**src/rtl/dmem_port_arbiter_pkg.sv**
```systemverilog
// Shared types for the data-memory port arbiter: FSM state and transaction owner.
package dmem_port_arbiter_pkg;

  typedef enum logic [1:0] {
    IDLE  = 2'd0,
    WAIT  = 2'd1,
    DRAIN = 2'd2
  } arb_state_t;

  typedef enum logic {
    OWNER_A = 1'b0,
    OWNER_B = 1'b1
  } arb_owner_t;

  localparam int unsigned CNT_W = 8;

endpackage

```
**src/rtl/dmem_arb_starve_ctr.sv**
```systemverilog
// Saturating starvation counter for port B with a limit compare.
module dmem_arb_starve_ctr
  import dmem_port_arbiter_pkg::*;
#(
  parameter int unsigned LIMIT = 8
) (
  input  logic clk,
  input  logic reset,
  input  logic inc,
  input  logic clr,
  output logic hit
);

  logic [CNT_W-1:0] cnt;

  always_ff @(posedge clk or posedge reset) begin
    if (reset)
      cnt <= '0;
    else if (clr)
      cnt <= '0;
    else if (inc && cnt != '1)
      cnt <= cnt + 1'b1;
  end

  assign hit = (cnt >= CNT_W'(LIMIT));

endmodule

```
**src/rtl/dmem_port_arbiter.sv**
```systemverilog
// Two-port data-memory arbiter (A = MEM stage, B = debug/loader) with response timeout.
// Optional B starvation guard: define DMEM_ARB_STARVE_GUARD_EN.
module dmem_port_arbiter
  import dmem_port_arbiter_pkg::*;
#(
  parameter int unsigned TIMEOUT      = 16,
  parameter int unsigned STARVE_LIMIT = 8
) (
  input  logic        clk,
  input  logic        reset,
  input  logic        a_req,
  input  logic        a_we,
  input  logic [31:0] a_addr,
  input  logic [31:0] a_wdata,
  input  logic [3:0]  a_wstrb,
  output logic        a_gnt,
  output logic        a_rvalid,
  output logic        a_err,
  output logic [31:0] a_rdata,
  input  logic        b_req,
  input  logic        b_we,
  input  logic [31:0] b_addr,
  input  logic [31:0] b_wdata,
  input  logic [3:0]  b_wstrb,
  output logic        b_gnt,
  output logic        b_rvalid,
  output logic        b_err,
  output logic [31:0] b_rdata,
  output logic        m_req,
  output logic        m_we,
  output logic [31:0] m_addr,
  output logic [31:0] m_wdata,
  output logic [3:0]  m_wstrb,
  input  logic        m_gnt,
  input  logic        m_rvalid,
  input  logic        m_err,
  input  logic [31:0] m_rdata,
  output logic        stall_m
);

  arb_state_t       state, state_nxt;
  arb_owner_t       owner, owner_nxt;
  logic [CNT_W-1:0] tmo_cnt, tmo_cnt_nxt;
  logic             starve_hit;
  logic             b_wins;
  logic             rsp_valid, rsp_err;
  logic [31:0]      rsp_data;

`ifdef DMEM_ARB_STARVE_GUARD_EN
  logic starve_inc;
  assign starve_inc = (state == IDLE) && b_req && !b_gnt;

  dmem_arb_starve_ctr #(.LIMIT(STARVE_LIMIT)) u_starve (
    .clk   (clk),
    .reset (reset),
    .inc   (starve_inc),
    .clr   (b_gnt),
    .hit   (starve_hit)
  );
`else
  // Strict A priority; STARVE_LIMIT is never 0, so this is constant low.
  assign starve_hit = (STARVE_LIMIT == 0);
`endif

  assign b_wins = b_req && (!a_req || starve_hit);

  always_ff @(posedge clk or posedge reset) begin
    if (reset) begin
      state   <= IDLE;
      owner   <= OWNER_A;
      tmo_cnt <= '0;
    end else begin
      state   <= state_nxt;
      owner   <= owner_nxt;
      tmo_cnt <= tmo_cnt_nxt;
    end
  end

  // Outputs are gated by reset so every output reads 0 while reset is held.
  always_comb begin
    state_nxt   = state;
    owner_nxt   = owner;
    tmo_cnt_nxt = tmo_cnt;
    m_req       = 1'b0;
    m_we        = 1'b0;
    m_addr      = '0;
    m_wdata     = '0;
    m_wstrb     = '0;
    a_gnt       = 1'b0;
    b_gnt       = 1'b0;
    rsp_valid   = 1'b0;
    rsp_err     = 1'b0;
    rsp_data    = '0;
    if (!reset) begin
      case (state)
        IDLE: begin
          if (a_req || b_req) begin
            m_req = 1'b1;
            if (b_wins) begin
              m_we    = b_we;
              m_addr  = b_addr;
              m_wdata = b_wdata;
              m_wstrb = b_wstrb;
              b_gnt   = m_gnt;
            end else begin
              m_we    = a_we;
              m_addr  = a_addr;
              m_wdata = a_wdata;
              m_wstrb = a_wstrb;
              a_gnt   = m_gnt;
            end
            if (m_gnt) begin
              owner_nxt   = b_wins ? OWNER_B : OWNER_A;
              tmo_cnt_nxt = '0;
              state_nxt   = WAIT;
            end
          end
        end
        WAIT: begin
          if (m_rvalid) begin
            rsp_valid = 1'b1;
            rsp_err   = m_err;
            rsp_data  = m_rdata;
            state_nxt = IDLE;
          end else if (tmo_cnt >= CNT_W'(TIMEOUT - 1)) begin
            rsp_valid = 1'b1;
            rsp_err   = 1'b1;
            state_nxt = DRAIN;
          end else if (tmo_cnt != '1) begin
            tmo_cnt_nxt = tmo_cnt + 1'b1;
          end
        end
        DRAIN: begin
          if (m_rvalid)
            state_nxt = IDLE;
        end
        default: state_nxt = IDLE;
      endcase
    end
  end

  assign a_rvalid = rsp_valid && (owner == OWNER_A);
  assign a_err    = rsp_err   && (owner == OWNER_A);
  assign a_rdata  = (owner == OWNER_A) ? rsp_data : '0;
  assign b_rvalid = rsp_valid && (owner == OWNER_B);
  assign b_err    = rsp_err   && (owner == OWNER_B);
  assign b_rdata  = (owner == OWNER_B) ? rsp_data : '0;

  assign stall_m = !reset &&
                   ((a_req && !a_gnt) ||
                    (state != IDLE && owner == OWNER_A && !a_rvalid));

endmodule

```
**config.mk**
```make
export PLATFORM = sky130hd
export DESIGN_NAME = dmem_port_arbiter
export DESIGN_NICKNAME = d
export VERILOG_FILES = /design/src/rtl/dmem_port_arbiter_pkg.sv /design/src/rtl/dmem_arb_starve_ctr.sv /design/src/rtl/dmem_port_arbiter.sv
export SDC_FILE = /design/constraint.sdc
export NUM_CORES = 1
export LEC_CHECK = 0
export CAP_MARGIN = 40
export CORE_AREA = 2 2 122 124
export DETAILED_ROUTE_END_ITERATION = 8
export DIE_AREA = 0 0 124 126
export PLACE_DENSITY = 0.64
export SLEW_MARGIN = 40
export SYNTH_ARGS = -nofsm -noshare
export SYNTH_HDL_FRONTEND = slang
export SYNTH_SLANG_ARGS = --single-unit
```
**constraint.sdc**
```tcl
create_clock -name clk -period 2.9 [get_ports clk]
set_clock_uncertainty 0.15 [all_clocks]
set_input_delay 0.58 -clock clk [delete_from_list [all_inputs] [get_ports clk]]
set_output_delay 0.58 -clock clk [all_outputs]
set_load 0.005 [all_outputs]
```
# Yosys cells after proc, flatten, opt, wreduce, memory -nomap -nowiden

Index checks and enable logic that the tools add are counted.

Add/sub/neg operators: 1
Multipliers: 0
Div/mod/pow operators: 0
Magnitude comparators: 1
Eq/ne operators: 10
Shifts and indexed selects: 0
Multiplexer cells: 52
Bitwise logic cells: 2
Reductions and logical operators: 21

Operators by type and width:

| operator                                                          | count |
|---|---|
| two-way mux 32 bit                                                | 13 |
| two-way mux 8 bit                                                 | 5 |
| two-way mux 1 bit                                                 | 23 |
| two-way mux 4 bit                                                 | 4 |
| case mux 8 bit (2 select lines)                                   | 1 |
| != test 2 bit, second input constant                              | 6 |
| two-way mux 2 bit                                                 | 5 |
| logical AND 1 bit                                                 | 9 |
| adder 8 x 1 -> 8 bit, second input constant                       | 1 |
| greater-or-equal comparator 8 x 4 -> 1 bit, second input constant | 1 |
| != test 8 bit, second input constant                              | 1 |
| AND reduction 7 bit                                               | 1 |
| case mux 2 bit (3 select lines)                                   | 1 |
| AND reduction 5 bit                                               | 1 |
| zero test 1 bit                                                   | 4 |
| AND reduction 4 bit                                               | 1 |
| nonzero test 2 bit                                                | 2 |
| != test 3 bit, second input constant                              | 1 |
| equality test 2 x 1 -> 1 bit, second input constant               | 1 |
| equality test 2 bit, second input constant                        | 1 |
| zero test 2 bit                                                   | 1 |
| logical OR 1 bit                                                  | 2 |
| inverter 1 bit                                                    | 2 |

Bits in registers: 11
Bits in latches: 0
Bits in writable memories: 0
Memory bits (read-only): 0
Bits of input ports: 177
Output and inout bits: 141
Word-level logic and storage cells: 90
Memories kept: 0

# Depth between registers and ports, before layout

Depth in word-level cells: 10
Mapped depth: 6
Gate-level depth less buffers: 5

# Worst setup path after synthesis

Ideal clock, no wire load.

Path type: input-to-output
Start point: in reset
End point: out m_addr[0]
Arrival time: 1522 ps
Path slack: 648 ps
Cell stages on the path: 5
Buffers on the path: 3
Path through: buf_2 > or3_1 > clkbuf_1 > clkbuf_1 > nor2_1

Longest elaborated chain between the ends: 1

Ends and longest elaborated chain:

| element            | line                    | RTL |
|---|---|---|
| start, declared    | dmem_port_arbiter.sv:10 | `input logic reset,` |
| two-way mux 32 bit | dmem_port_arbiter.sv:94 | `if (!reset) begin` |
| end, declared      | dmem_port_arbiter.sv:31 | `output logic [31:0] m_addr,` |

Every way passes these cells.

# Worst setup path after layout

Start point: in reset
End point: out m_addr[19]

Same word-level chain as after synthesis.

==> results <==
==> cell usage after synthesis <==
cell type | instances | area share
sky130_fd_sc_hd__a211o_1 | 1 | 0.0044
sky130_fd_sc_hd__a211oi_1 | 1 | 0.0038
sky130_fd_sc_hd__a211oi_4 | 1 | 0.010
sky130_fd_sc_hd__a21o_1 | 1 | 0.0038
sky130_fd_sc_hd__a21oi_1 | 1 | 0.0025
sky130_fd_sc_hd__a221o_1 | 1 | 0.0051
sky130_fd_sc_hd__a221oi_1 | 1 | 0.0044
sky130_fd_sc_hd__a22oi_1 | 69 | 0.26
sky130_fd_sc_hd__a32o_1 | 1 | 0.0051
sky130_fd_sc_hd__and2_1 | 66 | 0.21
sky130_fd_sc_hd__and3_1 | 5 | 0.016
sky130_fd_sc_hd__and3b_2 | 1 | 0.0051
sky130_fd_sc_hd__buf_1 | 1 | 0.0019
sky130_fd_sc_hd__buf_2 | 5 | 0.013
sky130_fd_sc_hd__clkbuf_1 | 21 | 0.040
sky130_fd_sc_hd__clkbuf_2 | 6 | 0.015
sky130_fd_sc_hd__dfrtp_1 | 11 | 0.14
sky130_fd_sc_hd__ha_1 | 1 | 0.0063
sky130_fd_sc_hd__inv_1 | 3 | 0.0057
sky130_fd_sc_hd__nand2_1 | 4 | 0.0076
sky130_fd_sc_hd__nand3_1 | 3 | 0.0076
sky130_fd_sc_hd__nand3b_1 | 1 | 0.0038
sky130_fd_sc_hd__nand4b_1 | 1 | 0.0044
sky130_fd_sc_hd__nor2_1 | 76 | 0.14
sky130_fd_sc_hd__nor2b_1 | 5 | 0.016
sky130_fd_sc_hd__nor3_1 | 4 | 0.010
sky130_fd_sc_hd__nor3b_1 | 1 | 0.0038
sky130_fd_sc_hd__nor3b_2 | 1 | 0.0063
sky130_fd_sc_hd__nor4_1 | 1 | 0.0032
sky130_fd_sc_hd__nor4_4 | 1 | 0.011
sky130_fd_sc_hd__o21ai_0 | 3 | 0.0076
sky130_fd_sc_hd__o21ai_2 | 1 | 0.0044
sky130_fd_sc_hd__o21bai_1 | 1 | 0.0038
sky130_fd_sc_hd__o22a_1 | 1 | 0.0044
sky130_fd_sc_hd__o32a_1 | 1 | 0.0051
sky130_fd_sc_hd__or3_1 | 1 | 0.0032
==> layer usage <==
| metal | share of wire | wire (µm) | GRT usage |
|---|---|---|---|
| met1 | 0.37 | 4820 | 0.164 |
| met2 | 0.52 | 6890 | 0.276 |
| met3 | 0.10 | 1330 | 0.0263 |
| met4 | 0.0087 | 115 | 0.0218 |
| met5 | 0 | 0 | 0 |
==> power by group <==
group          switching, mW  internal [mW]
Combinational          0.560          0.819
Sequential            0.0494          0.200
Clock                 0.0653          0.184
==> critical path: cells and delay by family <==
| kind | cells | cell delay [ns] |
|---|---|---|
| buf+inv | 3 | 0.99 |
| simple gates | 2 | 0.53 |
==> worst max-delay path by stage <==
stage	slack, ns	end	cells after the start
after global placement	-0.31	m_wdata[31]	5
after global routing	-0.006	a_rdata[12]	6
final	0.05	m_addr[19]	5
after CTS	-0.02	m_addr[18]	6
after detailed placement	-0.33	m_addr[4]	5
after floorplan	0.65	m_addr[0]	5
==> layout make-up <==
class                           count  share of cell area
Tap cell                          184              0.0387
Inverter                            3             0.00189
Sequential cell                    11              0.0462
Timing Repair Buffer              358               0.632
Multi-Input combinational cell    256               0.268
Clock buffer                        4              0.0132
==> placed cells by master, fill, tap and decap left out, types with 2 or more instances in the layout <==
master / synthesis / final
sky130_fd_sc_hd__clkdlybuf4s50_1: 0 / 203
sky130_fd_sc_hd__and3_4: 0 / 2
sky130_fd_sc_hd__nand3_1: 3 / 3
sky130_fd_sc_hd__buf_4: 0 / 29
sky130_fd_sc_hd__nor2_2: 0 / 4
sky130_fd_sc_hd__dlygate4sd2_1: 0 / 41
sky130_fd_sc_hd__and3_1: 5 / 3
sky130_fd_sc_hd__buf_16: 0 / 2
sky130_fd_sc_hd__clkbuf_16: 0 / 5
sky130_fd_sc_hd__and2_1: 66 / 66
sky130_fd_sc_hd__inv_1: 3 / 3
sky130_fd_sc_hd__dlymetal6s2s_1: 0 / 69
sky130_fd_sc_hd__o21ai_0: 3 / 3
sky130_fd_sc_hd__a22oi_1: 69 / 69
sky130_fd_sc_hd__nor2b_1: 5 / 4
sky130_fd_sc_hd__nand2_1: 4 / 3
sky130_fd_sc_hd__nor3_1: 4 / 2
sky130_fd_sc_hd__nor2_1: 76 / 72
sky130_fd_sc_hd__clkdlybuf4s15_1: 0 / 3
sky130_fd_sc_hd__dfrtp_1: 11 / 11
sky130_fd_sc_hd__nor3_2: 0 / 2
sky130_fd_sc_hd__buf_12: 0 / 7
==> logic make-up after synthesis <==
| kind of cell | count (synthesis) | share of synthesized area |
|---|---|---|
| AO/OA/AOI/OAI | 84 | 0.327 |
| adder cells (fa/ha/maj) | 1 | 0.00634 |
| buffers and inverters | 36 | 0.0755 |
| flip-flops | 11 | 0.140 |
| AND/OR/NAND/NOR | 171 | 0.451 |
==> sequential cells by signal, indices dropped and copies added, names as in the netlist <==
name	cells
owner	1
state	2
tmo_cnt	8
==> stage by stage <==
step	worst slack (ns)	hold WS [ns]	TNS (ns)	utilization
after floorplan	0.648	0.342	0	-
after global placement	-0.311	0.362	-24.69	0.385
after CTS	-0.0235	0.386	-0.144	0.396
after detailed placement	-0.329	0.377	-26.27	0.385
after global routing	-0.00649	0.411	-0.0114	0.416
final	0.0488	0.384	0	0.416
==> what timing repair did <==
action	4_1_cts	5_1_grt
resized for setup	54	74
endpoints found under the setup margin	141	70
pin swaps	3	1
setup buffers	5	6
cloned	2	3
==> impl_table.tex <==
\begin{tabular}{lr}
\hline
Metric & Value \\
\hline
\multicolumn{2}{l}{\textbf{Run status}} \\
Status & completed \\
\multicolumn{2}{l}{\textbf{STA}} \\
Slew at the pin closest to its max-slew limit & 0.513 ns \\
Number of hold violations in the final report & 0 \\
Final worst path period need & 2.85 ns \\
Final-report setup violation count & 0 \\
Ratio of final minimum period to clock period & 0.983 \\
Remaining max-slew budget at the tightest pin & 0.654 \\
Final number of max-transition violations & 0 \\
FMAX & $\sim$350 MHz \\
Unrepaired setup endpoints after global routing & yes \\
\multicolumn{2}{l}{\textbf{Critical path}} \\
Critical path type & primary input to output port \\
Crit-path max cell delay & 0.52 ns \\
Critical register-to-register path startpoint & tmo\_cnt[0] \\
Worst reg-to-reg setup slack & about 1 ns \\
Slowest cell on crit path & sky130\_fd\_sc\_hd\_\_clkdlybuf4s50\_1 \\
Worst-path cell chain & dlygate4sd2\_1 -> or3\_4 -> buf\_16 -> nor2\_1 -> clkdlybuf4s50\_1 \\
Worst Path Arrival & roughly 2.1 ns \\
Required time of the critical path & $\sim$2.2 ns \\
Largest driver fanout on the critical path & 35 \\
Kind of start point of the critical path & primary input \\
Number of cells traversed by the worst register-to-register path & 6 \\
Crit Reg-Reg Endpoint & tmo\_cnt[2] \\
Critical path startpoint & reset \\
Critical Path End Type & output port \\
\multicolumn{2}{l}{\textbf{Synthesis}} \\
Synthesized instance count & 303 \\
Mapped cell area & 1970 µm² \\
Net count of the mapped netlist & 481 \\
Register bit total from synthesis & 11 \\
Synth Area per Inst & 6.51 µm² \\
Register area share after synthesis & 0.140 \\
Yosys warnings & 0 \\
Unique cell type count in the Yosys netlist & 36 \\
\multicolumn{2}{l}{\textbf{CTS}} \\
Inserted Clock Buffers & 3 \\
Maximum number of buffers from clock root to sink & 2 \\
TritonCTS clock tree & built \\
Hold bufs inserted after CTS & 0 \\
Number of sinks handled by clock tree synthesis & 11 \\
Root buffer selected by CTS & sky130\_fd\_sc\_hd\_\_clkbuf\_16 \\
Clock network latency to the later pin of the worst-skew pair & 0.24 ns \\
Clock-pin slew on the worst setup and hold paths & 0.04 ns \\
Clock H-tree levels & 1 \\
\multicolumn{2}{l}{\textbf{Route}} \\
Final Routed Wirelength & between 10000 and 15000 µm \\
Post-detailed-route DRC marker count & 0 \\
Routed via count divided by cell count & 4.43 \\
Number of nets with antenna violations after routing & 0 \\
Drt wl/cell & 16.1 µm \\
Iter 0 DRT Violations & 117 \\
Via count & 3617 \\
DRT Pass-1 Iters & 4 \\
\multicolumn{2}{l}{\textbf{Cells and area}} \\
Reg area & $\sim$280 µm² \\
Ratio of cells with drive above 1 in the final layout & 0.0965 \\
Post-route standard cell area excluding fillers & 5950 µm² \\
Number of fill cells & 1416 \\
Area growth from synthesis to layout & 202\% \\
Final standard cell count with taps included and fillers excluded & 816 \\
Number of inserted diodes & 0 \\
Final Net Count & a little over 800 \\
Area of the multi-input gates & $\sim$1600 µm² \\
\multicolumn{2}{l}{\textbf{Global route}} \\
Pin count of the biggest net entering global routing & 67 \\
Number of antenna violations at the first check in global routing & 0 \\
Vias in the first global route & between 3000 and 4000 \\
Global route overflow & 0 \\
GRT Overall Usage & 0.143 \\
Wire length of the first global-routing pass & 17700 µm \\
\multicolumn{2}{l}{\textbf{Power and ir drop}} \\
Static Leakage & roughly 3.6 nW \\
Design Power & 1.88 mW \\
Worst-case vdd ir drop & approximately 0.14 mV \\
Total power per unit cell area & 315 nW/µm² \\
\multicolumn{2}{l}{\textbf{Floorplan}} \\
Core area & 14300 µm² \\
Num rows & 44 \\
Effective utilization at floorplan & 0.138 \\
Die Outline Area & 15600 µm² \\
Die X & 124 µm \\
Die boundary height & 126 µm \\
Number of top-level design ports & 318 \\
\multicolumn{2}{l}{\textbf{Hold path}} \\
Number of cells on the worst hold path & 1 \\
Path category of the worst min-delay check & flip-flop to flip-flop \\
Worst-case hold path end point & tmo\_cnt[1] \\
Start point of the worst hold path & tmo\_cnt[1] \\
\multicolumn{2}{l}{\textbf{Flow run}} \\
Max cap viols & 0 \\
\multicolumn{2}{l}{\textbf{Placement}} \\
Half-perimeter wire length after detailed placement & 9840 µm \\
Weighted congestion reported at the end of routability-driven placement & 0.811 \\
Buffers on Ports & around 320 \\
Number of cells after detailed placement & about 800 \\
Cell area after placement & 5520 µm² \\
\hline
\end{tabular}
(Power assumes the default switching activity.)
